$ cat src/rtl/cpu_pkg.sv
// Shared CPU definitions: fetch FSM states, opcode-class and condition-code
// constants, and the default reset vector.
package cpu_pkg;

  // Fetch FSM states
  localparam logic [1:0] ST_IDLE  = 2'd0;
  localparam logic [1:0] ST_FETCH = 2'd1;
  localparam logic [1:0] ST_HOLD  = 2'd2;

  // Opcode classes (upper nibble / extended nibble of op field)
  localparam logic [3:0] JCOND_UP  = 4'b0100;
  localparam logic [3:0] JCOND_EXT = 4'b1100;
  localparam logic [3:0] BCOND     = 4'b1100;

  // Condition codes
  localparam logic [3:0] CC_EQ = 4'b0000;
  localparam logic [3:0] CC_NE = 4'b0001;
  localparam logic [3:0] CC_GT = 4'b0110;
  localparam logic [3:0] CC_LE = 4'b0111;

  localparam logic [15:0] CPU_RESET_VEC = 16'h0000;

  typedef struct packed {
    logic [7:0]  op;
    logic [15:0] imm;
  } instr_fields_t;

endpackage

$ cat src/rtl/instr_field_split.sv
// Splits an instruction word into the 8-bit op field and the sign-extended
// 8-bit immediate. Purely combinational; shared with the decoder.
module instr_field_split
  import cpu_pkg::*;
(
  input  logic [15:0] instr,
  output logic [7:0]  op_out,
  output logic [15:0] imm_out
);

  instr_fields_t f;

  // Field extraction
  always_comb begin
    f.op  = {instr[15:12], instr[7:4]};
    f.imm = {{8{instr[7]}}, instr[7:0]};
  end

  assign op_out  = f.op;
  assign imm_out = f.imm;

endmodule

$ cat src/rtl/pc_fetch_unit.sv
// PC register and instruction-fetch stage. Fetches at pc_out over a
// req/ack handshake, holds the instruction until the core loads next_pc.
// Optional macro FETCH_TIMEOUT_EN: abort a fetch that waits TIMEOUT cycles,
// redirect to TRAP_VEC and pulse fault.
module pc_fetch_unit
  import cpu_pkg::*;
#(
  parameter logic [15:0] RESET_VEC = CPU_RESET_VEC,
  parameter logic [7:0]  TIMEOUT   = 8'd32,
  parameter logic [15:0] TRAP_VEC  = 16'h00F0
) (
  input  logic        clk,
  input  logic        rst_n,
  output logic        mem_rd,
  output logic [15:0] mem_addr,
  input  logic [15:0] mem_rdata,
  input  logic        mem_ack,
  output logic [15:0] pc_out,
  output logic [15:0] instr_out,
  output logic [7:0]  op_out,
  output logic [15:0] imm_out,
  output logic        instr_valid,
  input  logic [15:0] next_pc,
  input  logic        pc_load,
  input  logic        stall,
  output logic        fault
);

  logic [1:0]  state_q, state_d;
  logic [15:0] pc_q, pc_d;
  logic [15:0] instr_q, instr_d;
  logic        valid_q, valid_d;
  logic        mem_rd_q, mem_rd_d;

`ifdef FETCH_TIMEOUT_EN
  logic [7:0]  cnt_q, cnt_d;
  logic        fault_q, fault_d;
`else
  wire unused_cfg = ^{TIMEOUT, TRAP_VEC};
`endif

  // Next-state logic for the fetch FSM
  always_comb begin
    state_d  = state_q;
    pc_d     = pc_q;
    instr_d  = instr_q;
    valid_d  = valid_q;
    mem_rd_d = mem_rd_q;
`ifdef FETCH_TIMEOUT_EN
    cnt_d    = cnt_q;
    fault_d  = 1'b0;
`endif
    case (state_q)
      ST_IDLE: begin
        state_d  = ST_FETCH;
        mem_rd_d = 1'b1;
`ifdef FETCH_TIMEOUT_EN
        cnt_d    = 8'd0;
`endif
      end
      ST_FETCH: begin
        if (!mem_rd_q) begin
          // re-issue after an aborted fetch; any ack here belongs to nobody
          mem_rd_d = 1'b1;
        end else if (mem_ack) begin
          instr_d  = mem_rdata;
          valid_d  = 1'b1;
          mem_rd_d = 1'b0;
          state_d  = ST_HOLD;
        end
`ifdef FETCH_TIMEOUT_EN
        else if (cnt_q == TIMEOUT - 8'd1) begin
          mem_rd_d = 1'b0;
          pc_d     = TRAP_VEC;
          fault_d  = 1'b1;
          cnt_d    = 8'd0;
        end else begin
          cnt_d    = cnt_q + 8'd1;
        end
`endif
      end
      ST_HOLD: begin
        // stall beats pc_load; the core must re-assert pc_load afterwards
        if (pc_load && !stall) begin
          pc_d     = next_pc;
          valid_d  = 1'b0;
          mem_rd_d = 1'b1;
          state_d  = ST_FETCH;
`ifdef FETCH_TIMEOUT_EN
          cnt_d    = 8'd0;
`endif
        end
      end
      default: begin
        state_d  = ST_IDLE;
        mem_rd_d = 1'b0;
      end
    endcase
  end

  // State registers; reset drops mem_rd immediately
  always_ff @(posedge clk or negedge rst_n) begin
    if (!rst_n) begin
      state_q  <= ST_IDLE;
      pc_q     <= RESET_VEC;
      instr_q  <= 16'h0000;
      valid_q  <= 1'b0;
      mem_rd_q <= 1'b0;
    end else begin
      state_q  <= state_d;
      pc_q     <= pc_d;
      instr_q  <= instr_d;
      valid_q  <= valid_d;
      mem_rd_q <= mem_rd_d;
    end
  end

`ifdef FETCH_TIMEOUT_EN
  // Timeout counter and fault pulse
  always_ff @(posedge clk or negedge rst_n) begin
    if (!rst_n) begin
      cnt_q   <= 8'd0;
      fault_q <= 1'b0;
    end else begin
      cnt_q   <= cnt_d;
      fault_q <= fault_d;
    end
  end
  assign fault = fault_q;
`else
  assign fault = 1'b0;
`endif

  instr_field_split u_split (
    .instr   (instr_q),
    .op_out  (op_out),
    .imm_out (imm_out)
  );

  assign mem_rd      = mem_rd_q;
  assign mem_addr    = pc_q;
  assign pc_out      = pc_q;
  assign instr_out   = instr_q;
  assign instr_valid = valid_q;

endmodule

$ cat config.mk
export PLATFORM = sky130hd
export DESIGN_NAME = pc_fetch_unit
export DESIGN_NICKNAME = d
export VERILOG_FILES = /design/src/rtl/cpu_pkg.sv /design/src/rtl/instr_field_split.sv /design/src/rtl/pc_fetch_unit.sv
export SDC_FILE = /design/constraint.sdc
export NUM_CORES = 1
export LEC_CHECK = 0
export BUFFER_PORTS_ARGS = -buffer_cell sky130_fd_sc_hd__buf_2
export CAP_MARGIN = 20
export CORE_MARGIN = 5
export CORE_UTILIZATION = 42
export CTS_CLUSTER_DIAMETER = 80
export DETAILED_ROUTE_END_ITERATION = 10
export PLACE_DENSITY = 0.78
export SYNTH_ARGS = -nofsm -noshare
export SYNTH_HDL_FRONTEND = slang
export SYNTH_SLANG_ARGS = --single-unit
$ cat constraint.sdc
create_clock -name clk -period 1.9 [get_ports clk]
set_input_delay 0.095 -clock clk [delete_from_list [all_inputs] [get_ports clk]]
set_output_delay 0.095 -clock clk [all_outputs]
set_load 0.05 [all_outputs]
== Yosys cells after proc, flatten, opt, wreduce, memory -nomap -nowiden ==
Index checks and enable logic that the tools add are counted.

* Bits in registers: 36
* Input port bits: 37
* Output and inout port bits: 75
* Word-level logic and storage cells: 30

* Equality and inequality tests: 5
* Multiplexer cells: 12
* Reduce and logical (&&, ||, !) cells: 8

{| class="wikitable"
|+ Operators by type and width
! kind !! count
|-
| 1-bit two-way mux || 6
|-
| 2-bit two-way mux || 3
|-
| 2-bit != test, second input constant || 3
|-
| 2-bit one-hot mux with 3 select lines || 1
|-
| 3-bit AND reduction || 2
|-
| 4-bit AND reduction || 1
|-
| 1-bit one-hot mux with 3 select lines || 1
|-
| 2-bit by 1-bit == test with 1-bit output, second input constant || 1
|-
| 2-bit == test, second input constant || 1
|-
| 2-bit zero test || 1
|-
| 1-bit one-hot mux with 2 select lines || 1
|-
| 2-bit AND reduction || 1
|-
| 2-bit nonzero test || 1
|-
| 1-bit logical AND || 1
|-
| 1-bit zero test || 1
|}

== Longest topological paths before layout ==
* Depth after elaboration: 4
* Depth in mapped cells: 4
* Mapped depth without buffers: 2

== Modules after synthesis ==
Synthesis repeated with hierarchy kept, for this count alone.

* Cell total of the unflattened synthesis: 125
* Area total of the unflattened synthesis: 1749.2 sq um

{| class="wikitable"
|+ By module, submodules not included
! module !! times used !! cells each !! area each (sq um) !! seq. area each (sq um)
|-
| pc_fetch_unit || 1 || 101 || 1569.0 || 900.9
|-
| instr_field_split || 1 || 24 || 180.2 || 0.0
|}

== Worst setup path before layout ==
No wires, ideal clock.

* Path kind: register to register
* Start: register mem_rd_q (netlist: mem_rd)
* End: register instr_q[0] (netlist: instr_out[0])
* Setup time: 0.125 ns
* Arrival: 1.404 ns
* Required time: 1.775 ns
* Path slack: 0.372 ns
* Cell stages (with the launch flop): 4
* Path buffers: 1
* Period minus slack after synthesis: 1.528 ns
* Cells stage by stage: dfrtp_1 > nand4b_4 > buf_2 > mux2_2

* Longest elaborated chain between the ends: 1

{| class="wikitable"
|+ RTL lines
! item !! RTL line !! text
|-
| from (decl) || pc_fetch_unit.sv:33 || <nowiki>logic mem_rd_q, mem_rd_d;</nowiki>
|-
| from (signal assigned) || pc_fetch_unit.sv:114 || <nowiki>mem_rd_q <= mem_rd_d;</nowiki>
|-
| 3-bit AND reduction (no source line) || n/a ||
|-
| to (signal assigned) || pc_fetch_unit.sv:112 || <nowiki>instr_q <= instr_d;</nowiki>
|-
| to (decl) || pc_fetch_unit.sv:31 || <nowiki>logic [15:0] instr_q, instr_d;</nowiki>
|}

Every way passes these cells.
A chain may end at the register's enable or synchronous reset.

== Worst setup path in the final report ==
* Start: register state_q[0]
* End: register pc_q[2] (netlist: mem_addr[2])

* Longest elaborated chain between the ends: 2

{| class="wikitable"
|+ RTL lines
! item !! RTL line !! text
|-
| from (decl) || pc_fetch_unit.sv:29 || <nowiki>logic [1:0] state_q, state_d;</nowiki>
|-
| from (signal assigned) || pc_fetch_unit.sv:110 || <nowiki>state_q <= state_d;</nowiki>
|-
| 2-bit == test || pc_fetch_unit.sv:53 || <nowiki>case (state_q)</nowiki>
|-
| 2-bit AND reduction (no source line) || n/a ||
|-
| to (signal assigned) || pc_fetch_unit.sv:111 || <nowiki>pc_q <= pc_d;</nowiki>
|-
| to (decl) || pc_fetch_unit.sv:30 || <nowiki>logic [15:0] pc_q, pc_d;</nowiki>
|}

Every way passes these cells.

==> flow_summary.ini <==
[sta]
worst_slew_pin_slew_ns = 0.774
rsz0062_at_grt = no
fin_setup_tns_ns = 0
max_freq_mhz = 730
hold_slack_ns = 0.0407
maxSlewViolCount = 0
setup_violations = 0
period_needed_ns = 1.37
slew_headroom_pct = 48.4
fin_skew_ns = 0.00401
hold_violations = 0
fin_crit_sh_pct = 72.1

[global_route]
grt_overflow = 0
grt_max_degree = 37
grt_pass1_vias = 1137
grtUsageTotal_pct = 12.8
grt_pass1_wl_um = 5290
antenna_found_initial = 0

[run_status]
status = finished clean

[clocking]
cts_hold_buf = 1
cts.sinks = 36
cts_resized = 0
cts_buffers = 5
htreeDepth = 2
cts.clk_slew.worst_paths_ns = 0.07
clockRootBuffer = clkbuf_8
cts_tree = built
clockBufferDepth = 2
cts_setup_buffers = 0
clock_latency_ns = 0.28

[placement]
portBuffers = 110
dp_hpwl_um = 2650
post_dp_cell_area_um2 = 2020
place_congestion = 0.640

[floorplanning]
core-area_um2 = 4000
chipWidth_um = 74.4
io_pins = 112
dieArea_um2 = 5530
die_y_um = 74.4
rows = 23
start_util_pct = 43.5

[worst_setup_path]
arrival_ns = 1.54
crit_fanout = 9
endpoint_kind = register
cp.required_ns = 2.07
crit_type = register to register
worst_setup_path_start_kind = register

[synthesis]
yosysWarnings = 0
synth_cells = 125
ys_seq_area_share_pct = 51.8
synth.avg_cell_area_um2 = 13.9
ys_ff_latch = 36
synth.top_cell.area_share_pct = 51.8
syn-num-nets = 162
syn_area_um2 = 1740
synthTopCellsByArea = dfrtp_1 (52%), buf_4 (18%), mux2_2 (15%)
synth_largest_area_cell = dfrtp_1
yosysUniqueCellTypes = 18

[routing]
via_per_inst = 4.52
dr.pass1.iters = 3
via_count = 1134
ant_nets = 0
avgRoutedWirePerCell_um = 13.3
drc = 0
first_iter_violations = 31
wirelength_um = 3330
dr.max_layer_used = met4
route.met3.wl_um = 526
dr_wl_met2_um = 1580
wl_met1_um = 1180

[layout]
antennaDiodeCount = 0
nNetsFinal = 238
nFillCells = 363
final_area_um2 = 2110
areaGrowthSynthToFinish_pct = 21.4
drive_gt1_share_pct = 75.1
final_util_pct = 52.8

[hold_path]
hold_class = primary input to register

[job]
max-cap-violations = 0
[worst max-delay path, cell delays in order, from the launching register on]
cell and delay, ns:
dfrtp_1 0.44, and4bb_1 0.29, buf_4 0.19, mux2_2 0.34
[synth_stat cells, drive strengths merged]
| cell | count |
|---|---|
| a21o | 1 |
| a22oi | 1 |
| a32oi | 1 |
| and4bb | 1 |
| buf | 44 |
| conb | 1 |
| dfrtp | 36 |
| inv | 3 |
| mux2 | 32 |
| nand2b | 1 |
| nand4b | 1 |
| nor2b | 1 |
| o21ai | 1 |
| o31ai | 1 |
[through the flow]
step | cells | worst slack, ns
floorplan | 125 | 0.372
global placement | 243 | 0.545
detailed placement | 243 | 0.525
CTS | 251 | 0.520
global route | 251 | 0.461
finish | 251 | 0.529
[area by class of cell]
class | count | area (um^2) | area share, %
flip-flops and latches | 36 | 901 | 42.7
clock buffers | 6 | 72.6 | 3.44
well taps | 50 | 62.6 | 2.96
multi-input cells | 42 | 483 | 22.9
repair buffers | 113 | 576 | 27.3
clock inverters | 1 | 5.00 | 0.237
inverters | 3 | 11.3 | 0.533
[cells by family (layout without fill, tap and decap cells)]
family                 Yosys count  in the layout  synth area share [%]
AOI/OAI and AO/OA                5              5                  2.09
buffers and inverters           47            123                  20.4
DFF                             36             36                  51.8
muxes                           32             32                  22.7
other                            1              1                 0.216
and+or+nand+nor                  4              4                  2.81
[state kept, by name, summed over array words and instances, names as in the netlist]
signal / flops
mem_rd: 1
mem_addr: 16
state_q: 2
instr_valid: 1
instr_out: 16
[layer usage]
layer,GRT usage [%],vias up
li1,-,526
met2,20.9,71
met5,0,-
met4,5.93,0
met1,14.2,530
met3,5.81,7
[cell usage in the layout, fill, tap and decap left out]
cell type / instances
a21o_1: 1
a22oi_1: 1
a32oi_1: 1
and4bb_1: 1
buf_2: 110
buf_4: 2
clkbuf_1: 1
clkbuf_8: 5
clkinv_2: 1
conb_1: 1
dfrtp_1: 36
dlygate4sd3_1: 1
inv_1: 3
mux2_2: 23
mux2_4: 9
nand2b_1: 1
nand4b_4: 1
nor2b_1: 1
o21ai_0: 1
o31ai_1: 1
[path summary, 6_finish.rpt]
kind                                     from            end  slack [ns]  cells after the start
worst min register to register   instr_out[9]   instr_out[9]        0.51                      1
worst max register to register     state_q[0]    mem_addr[2]        0.53                      3
worst min-delay path            mem_rdata[13]  instr_out[13]        0.04                      2
min in group asynchronous               rst_n   instr_out[5]        0.43                      2
worst max-delay path               state_q[0]    mem_addr[2]        0.53                      3
max in group asynchronous               rst_n    mem_addr[9]        0.98                      2
Power is not shown: default switching activity piles up to over one toggle a cycle in this logic, so the estimate is an artifact.
